**config.mk**
```make
export PLATFORM = sky130hd
export DESIGN_NAME = reg_file_mp_flat
export DESIGN_NICKNAME = d
export VERILOG_FILES = /design/src/rtl/reg_file_mp_if.sv /design/src/rtl/reg_file_mp.sv /design/src/flat_wrapper.sv
export SDC_FILE = /design/constraint.sdc
export NUM_CORES = 1
export LEC_CHECK = 0
export BUFFER_PORTS_ARGS = -buffer_cell sky130_fd_sc_hd__buf_2
export CAP_MARGIN = 20
export CORE_MARGIN = 2
export CORE_UTILIZATION = 41
export CTS_BUF_LIST = sky130_fd_sc_hd__clkbuf_4 sky130_fd_sc_hd__clkbuf_8
export DETAILED_ROUTE_END_ITERATION = 8
export PLACE_DENSITY = 0.56
export SYNTH_ARGS = -nofsm -noshare
export SYNTH_HDL_FRONTEND = slang
export SYNTH_SLANG_ARGS = --single-unit
```
**constraint.sdc**
```tcl
create_clock -name clk -period 9.25 [get_ports clk]
set_input_delay 0.4625 -clock clk [delete_from_list [all_inputs] [get_ports clk]]
set_output_delay 0.4625 -clock clk [all_outputs]
set_load 0.01 [all_outputs]
```
**src/rtl/reg_file_mp_if.sv**
```systemverilog
// Register file access bundle: one write port, NUM_RD read ports,
// plus the array clear request/status handshake.
interface reg_file_mp_if #(
  parameter int WIDTH  = 32,
  parameter int ADDR_W = 5,
  parameter int NUM_RD = 2
) ();
  logic                     wr_en;
  logic [ADDR_W-1:0]        wr_addr;
  logic [WIDTH-1:0]         wr_data;
  logic [NUM_RD-1:0]        rd_en;
  logic [NUM_RD*ADDR_W-1:0] rd_addr;
  logic [NUM_RD*WIDTH-1:0]  rd_data;
  logic [NUM_RD-1:0]        rd_valid;
  logic                     clr_req;
  logic                     busy;
  logic                     clr_done;

  modport master (
    output wr_en, wr_addr, wr_data,
    output rd_en, rd_addr, clr_req,
    input  rd_data, rd_valid,
    input  busy, clr_done
  );

  modport slave (
    input  wr_en, wr_addr, wr_data,
    input  rd_en, rd_addr, clr_req,
    output rd_data, rd_valid,
    output busy, clr_done
  );
endinterface

```
**src/rtl/reg_file_mp.sv**
```systemverilog
// Multi-read-port register file with hardwired zero entry,
// optional write-to-read bypass and a one-entry-per-cycle clear sweep.
module reg_file_mp #(
  parameter int WIDTH    = 32,
  parameter int DEPTH    = 32,
  parameter int ADDR_W   = 5,
  parameter int NUM_RD   = 2,
  parameter bit ZERO_REG = 1'b1,
  parameter bit BYPASS   = 1'b1
) (
  input logic         clk,
  input logic         rst,
  reg_file_mp_if.slave bus
);

  typedef enum logic {
    IDLE,
    CLEAR
  } state_t;

  localparam logic [ADDR_W:0] DEPTH_X =
    (ADDR_W+1)'(DEPTH);
  localparam logic [ADDR_W-1:0] LAST =
    ADDR_W'(DEPTH-1);

  state_t            state_q, state_d;
  logic [ADDR_W-1:0] cnt_q, cnt_d;
  logic              done_q, done_d;
  logic [WIDTH-1:0]  mem_q [DEPTH];
  logic              busy;
  logic              wr_ok;

  assign busy = (state_q == CLEAR);

  assign wr_ok = bus.wr_en && !busy &&
    ({1'b0, bus.wr_addr} < DEPTH_X) &&
    !(ZERO_REG && (bus.wr_addr == '0));

  always_ff @(posedge clk or posedge rst) begin
    if (rst) begin
      state_q <= CLEAR;
      cnt_q   <= '0;
      done_q  <= 1'b0;
    end else begin
      state_q <= state_d;
      cnt_q   <= cnt_d;
      done_q  <= done_d;
    end
  end

  always_comb begin
    state_d = state_q;
    cnt_d   = cnt_q;
    done_d  = 1'b0;
    unique case (state_q)
      IDLE: begin
        if (bus.clr_req) begin
          state_d = CLEAR;
          cnt_d   = '0;
        end
      end
      CLEAR: begin
        if (cnt_q == LAST) begin
          state_d = IDLE;
          cnt_d   = '0;
          done_d  = 1'b1;
        end else begin
          cnt_d = cnt_q + 1'b1;
        end
      end
    endcase
  end

  // Array is not reset; the sweep owns the write port while busy.
  always_ff @(posedge clk) begin
    if (busy) begin
      mem_q[cnt_q] <= '0;
    end else if (wr_ok) begin
      mem_q[bus.wr_addr] <= bus.wr_data;
    end
  end

  assign bus.busy     = busy;
  assign bus.clr_done = done_q;

  for (genvar g = 0; g < NUM_RD; g++) begin : g_rd
    logic [ADDR_W-1:0] ra;
    logic [WIDTH-1:0]  data_d, data_q;
    logic              valid_d, valid_q;

    assign ra = bus.rd_addr[g*ADDR_W +: ADDR_W];
    assign valid_d = bus.rd_en[g] && !busy;

    always_comb begin
      data_d = '0;
      if (({1'b0, ra} < DEPTH_X) &&
          !(ZERO_REG && (ra == '0))) begin
        if (BYPASS && wr_ok &&
            (bus.wr_addr == ra)) begin
          data_d = bus.wr_data;
        end else begin
          data_d = mem_q[ra];
        end
      end
    end

    always_ff @(posedge clk or posedge rst) begin
      if (rst) begin
        valid_q <= 1'b0;
        data_q  <= '0;
      end else begin
        valid_q <= valid_d;
        if (valid_d) begin
          data_q <= data_d;
        end
      end
    end

    assign bus.rd_valid[g] = valid_q;
    assign bus.rd_data[g*WIDTH +: WIDTH] = data_q;
  end

endmodule

```
**src/flat_wrapper.sv**
```systemverilog
// flat-port wrapper written by rule: the top's interface ports become plain ports
module reg_file_mp_flat 
#(
  parameter int WIDTH    = 32,
  parameter int DEPTH    = 32,
  parameter int ADDR_W   = 5,
  parameter int NUM_RD   = 2,
  parameter bit ZERO_REG = 1'b1,
  parameter bit BYPASS   = 1'b1
)
  (clk, rst, bus_wr_en, bus_wr_addr, bus_wr_data, bus_rd_en, bus_rd_addr, bus_clr_req, bus_rd_data, bus_rd_valid, bus_busy, bus_clr_done);
  reg_file_mp_if #(.WIDTH(WIDTH), .ADDR_W(ADDR_W), .NUM_RD(NUM_RD)) bus_i ();
  input logic clk;
  input logic rst;
  input wire logic [$bits(bus_i.wr_en)-1:0] bus_wr_en;
  input wire logic [$bits(bus_i.wr_addr)-1:0] bus_wr_addr;
  input wire logic [$bits(bus_i.wr_data)-1:0] bus_wr_data;
  input wire logic [$bits(bus_i.rd_en)-1:0] bus_rd_en;
  input wire logic [$bits(bus_i.rd_addr)-1:0] bus_rd_addr;
  input wire logic [$bits(bus_i.clr_req)-1:0] bus_clr_req;
  output wire logic [$bits(bus_i.rd_data)-1:0] bus_rd_data;
  output wire logic [$bits(bus_i.rd_valid)-1:0] bus_rd_valid;
  output wire logic [$bits(bus_i.busy)-1:0] bus_busy;
  output wire logic [$bits(bus_i.clr_done)-1:0] bus_clr_done;
  assign bus_i.wr_en = bus_wr_en;
  assign bus_i.wr_addr = bus_wr_addr;
  assign bus_i.wr_data = bus_wr_data;
  assign bus_i.rd_en = bus_rd_en;
  assign bus_i.rd_addr = bus_rd_addr;
  assign bus_i.clr_req = bus_clr_req;
  assign bus_rd_data = bus_i.rd_data;
  assign bus_rd_valid = bus_i.rd_valid;
  assign bus_busy = bus_i.busy;
  assign bus_clr_done = bus_i.clr_done;
  reg_file_mp #(.WIDTH(WIDTH), .DEPTH(DEPTH), .ADDR_W(ADDR_W), .NUM_RD(NUM_RD), .ZERO_REG(ZERO_REG), .BYPASS(BYPASS)) u_core (.clk(clk), .rst(rst), .bus(bus_i));
endmodule
```
==> metrics.yaml <==
global_route:
  grt_pass1_wl_um: 241000
  overflow: 0
  grt_pass1_vias: 32700
  gr-usage-all-layers: 0.270
  grt_max_degree: 115
  antenna_found_initial: 7
timing:
  worst_pin_slew_ns: 1.27
  tns_ns: 0
  drv_slew: 0
  post-route-period-util: 0.438
  slew_headroom: 0.152
  rsz0062_at_grt: "false"
  min_period_ns: 4.06
  setup_viol: 0
  clock.fmax_ghz: 0.247
  finalHoldViolations: 0
  fin_ws_ns: 5.19
  worst_clock_skew_ns: 0.0521
status:
  status: "completed"
clock_tree:
  tritoncts: "done"
  cts_hold_buf: 38
  cts_buffer_depth: 3
  htreeDepth: 4
  cts_sinks: 1097
  clk_latency_ns: 0.88
  cts_setup_buffers: 0
  cts_buffers: 182
  cts_resized: 0
  clockRootBuffer: "clkbuf_8"
  clk_pin_slew_worst_paths_ns: 0.07
placement:
  dp_slack_ns: 5.03
  place_congestion: 0.796
  port_buffers: 120
  dp.cells: 4388
  dp_hpwl_um: 94000
power_and_ir_drop:
  leakagePower_nw: 19.6
  switchingPower_mw: 3.91
  combPwrFrac: 0.182
  peakVddDrop_v: 0.000137
  finalPower_mw: 13.4
  pwr-share-clk: 0.327
  power_density_nw_per_um2: 230
  p_int_mw: 9.45
  p_seq_frac: 0.491
  switching_share: 0.292
setup_path:
  crit_path_max_incr_delay_ns: 0.78
  criticalPathCategory: "flop to flop"
  critPathLaunchType: "flop"
  cp_slowest_cell: "nor2_4"
  r2r_start: "u_core.bus.busy"
  crit_top_cell: "buf_4"
  cp.required_ns: 9.73
  arrival_ns: 4.53
  path_cells: "and2b_1 -> o21a_2 -> buf_4 -> mux2i_1 -> nand2_1 -> nor2_4 -> buf_4"
  crit_fanout: 41
  end_kind: "flop"
  cp-startpoint: "u_core.bus.busy"
  rrSetupSlack_ns: 5.19
routing:
  wl_met2_um: 83400
  top_layer_used: "met5"
  firstDrtPassIters: 6
  met3_wirelength_um: 14900
  viasPerCell: 6.59
  wl_per_cell_um: 36.0
  drc_errors: 0
  drt_iter0_markers: 3513
  wirelength_um: 172000
  wl_met1_um: 66700
  vias: 31600
  ant_nets: 0
yosys:
  yosysSeqAreaShare: 0.639
  yosysWarnings: 0
  synthTopCellsByArea: "edfxtp_1 (60%), mux4_2 (17%), mux2i_1 (5.0%)"
  yosys.area.top_type: "edfxtp_1"
  postSynthCellCount: 2789
  synth-main-ff-cell: "edfxtp_1"
  yosysTopAreaCellShare: 0.604
  yosysUniqueCellTypes: 49
  netlist_area_um2: 50900
  synthArstFlopShare: 0.0665
  ys_ff_latch: 1097
  synth_area_per_cell_um2: 18.3
  synth_fp_nets: 2844
  synth-edff-count: 1024
  synth_common_cells: "edfxtp_1 (1,024), mux4_2 (384), mux2i_1 (257)"
  synth.most_common_cell: "edfxtp_1"
layout:
  layoutNonFillerInstCount: 4796
  drive_gt1_frac: 0.326
  final_util: 0.469
  area_growth_pct: 13.8
  num-nets-final: 3053
die:
  fp.dieH_um: 357
  fp-row-count: 129
  io_pins: 121
  core_um2: 123000
  start_util: 0.413
  die_area_um2: 127000
  die_w_um: 357
run:
  maxCapViolCount: 0
hold_path:
  min_path_type: "primary input to asynchronous set/reset pin"
[cell usage in the layout, fill, tap and decap left out, drive strengths merged, types with 2 or more instances in the layout]
master	n
clkinvlp	3
mux2i	257
xnor2	6
nand2b	7
diode	6
bufinv	5
xor2	5
a221oi	160
buf	221
inv	18
dfrtp	72
a211oi	32
clkbuf	260
and3b	2
nand3	35
a22oi	193
edfxtp	1024
o32ai	2
ha	2
nor3	2
or3	33
nor4	2
nor2	44
nand2	49
o211ai	32
o21ai	41
a22o	32
a21oi	34
mux4	384
nor2b	5
and2	37
dlygate4sd3	38
o21a	34
a31oi	4
clkinv	69
[cells by family (layout without fill, tap and decap cells)]
kind of cell,count (synthesis),after routing,share of synthesized area
adders and majority gates,2,2,0.000491
DFF,1097,1097,0.639
xor gates and xnor gates,11,11,0.00189
other,0,6,0
and+or+nand+nor,221,221,0.0222
buffers and inverters,250,614,0.0245
muxes,642,642,0.220
AOI/OAI and AO/OA,566,566,0.0911
[flip-flops by register name, summed over array words and instances (netlist names)]
name and cells:
u_core.bus.busy 1, u_core.bus.clr_done 1, u_core.cnt_q 5, u_core.g_rd.data_q 64
u_core.g_rd.valid_q 2, u_core.mem_q 1024
[metrics by stage]
stage          hold WS [ns]  cell area [µm²]
4_1_cts               0.168            57500
2_1_floorplan         0.506            50900
3_5_place_dp          0.516            53400
6_report              0.209            58000
5_1_grt               0.227            58000
3_3_place_gp          0.513            53400
[worst paths after layout]
kind / endpoint / cells past startpoint
worst max-delay path: u_core.mem_q[12][13] / 7
worst min-delay path: u_core.cnt_q[4] / 3
worst max register to register: u_core.mem_q[12][13] / 7
worst min register to register: u_core.g_rd[0].data_q[31] / 2
max in group asynchronous: u_core.g_rd[0].data_q[13] / 4
min in group clk: u_core.g_rd[1].data_q[22] / 5
[critical path: cells and delay by family, from the launching register on]
family	cells	cell delay [ns]
buffers and inverters	2	1.19
and+or+nand+nor	3	1.42
AOI/OAI and AO/OA	1	0.17
muxes	1	0.38
DFF	1	0.45
[power by group through the flow]
stage / clock network, mW / registers, mW / logic (mW)
after detailed placement: 0 / 6.64 / 2.38
after global routing: 4.64 / 6.61 / 2.55
after global placement: 0 / 6.59 / 2.36
after floorplan: 0 / 6.55 / 1.35
final: 4.37 / 6.55 / 2.43
after CTS: 4.43 / 6.55 / 2.41
[area by class of cell]
cell class / count / area (µm²)
Antenna cell: 6 / 15.0
Clock buffer: 255 / 3130
Clock inverter: 84 / 547
Fill cell: 10400 / 65500
Inverter: 11 / 43.8
Multi-Input combinational cell: 1442 / 17500
Sequential cell: 1097 / 32600
Tap cell: 1637 / 2050
Timing Repair Buffer: 264 / 2110
[metal layers]
layer	global-route usage	vias up
met1	0.355	16900
met5	0	-
li1	-	12500
met3	0.0526	416
met4	0.119	4
met2	0.439	1814
(Power assumes the default switching activity.)
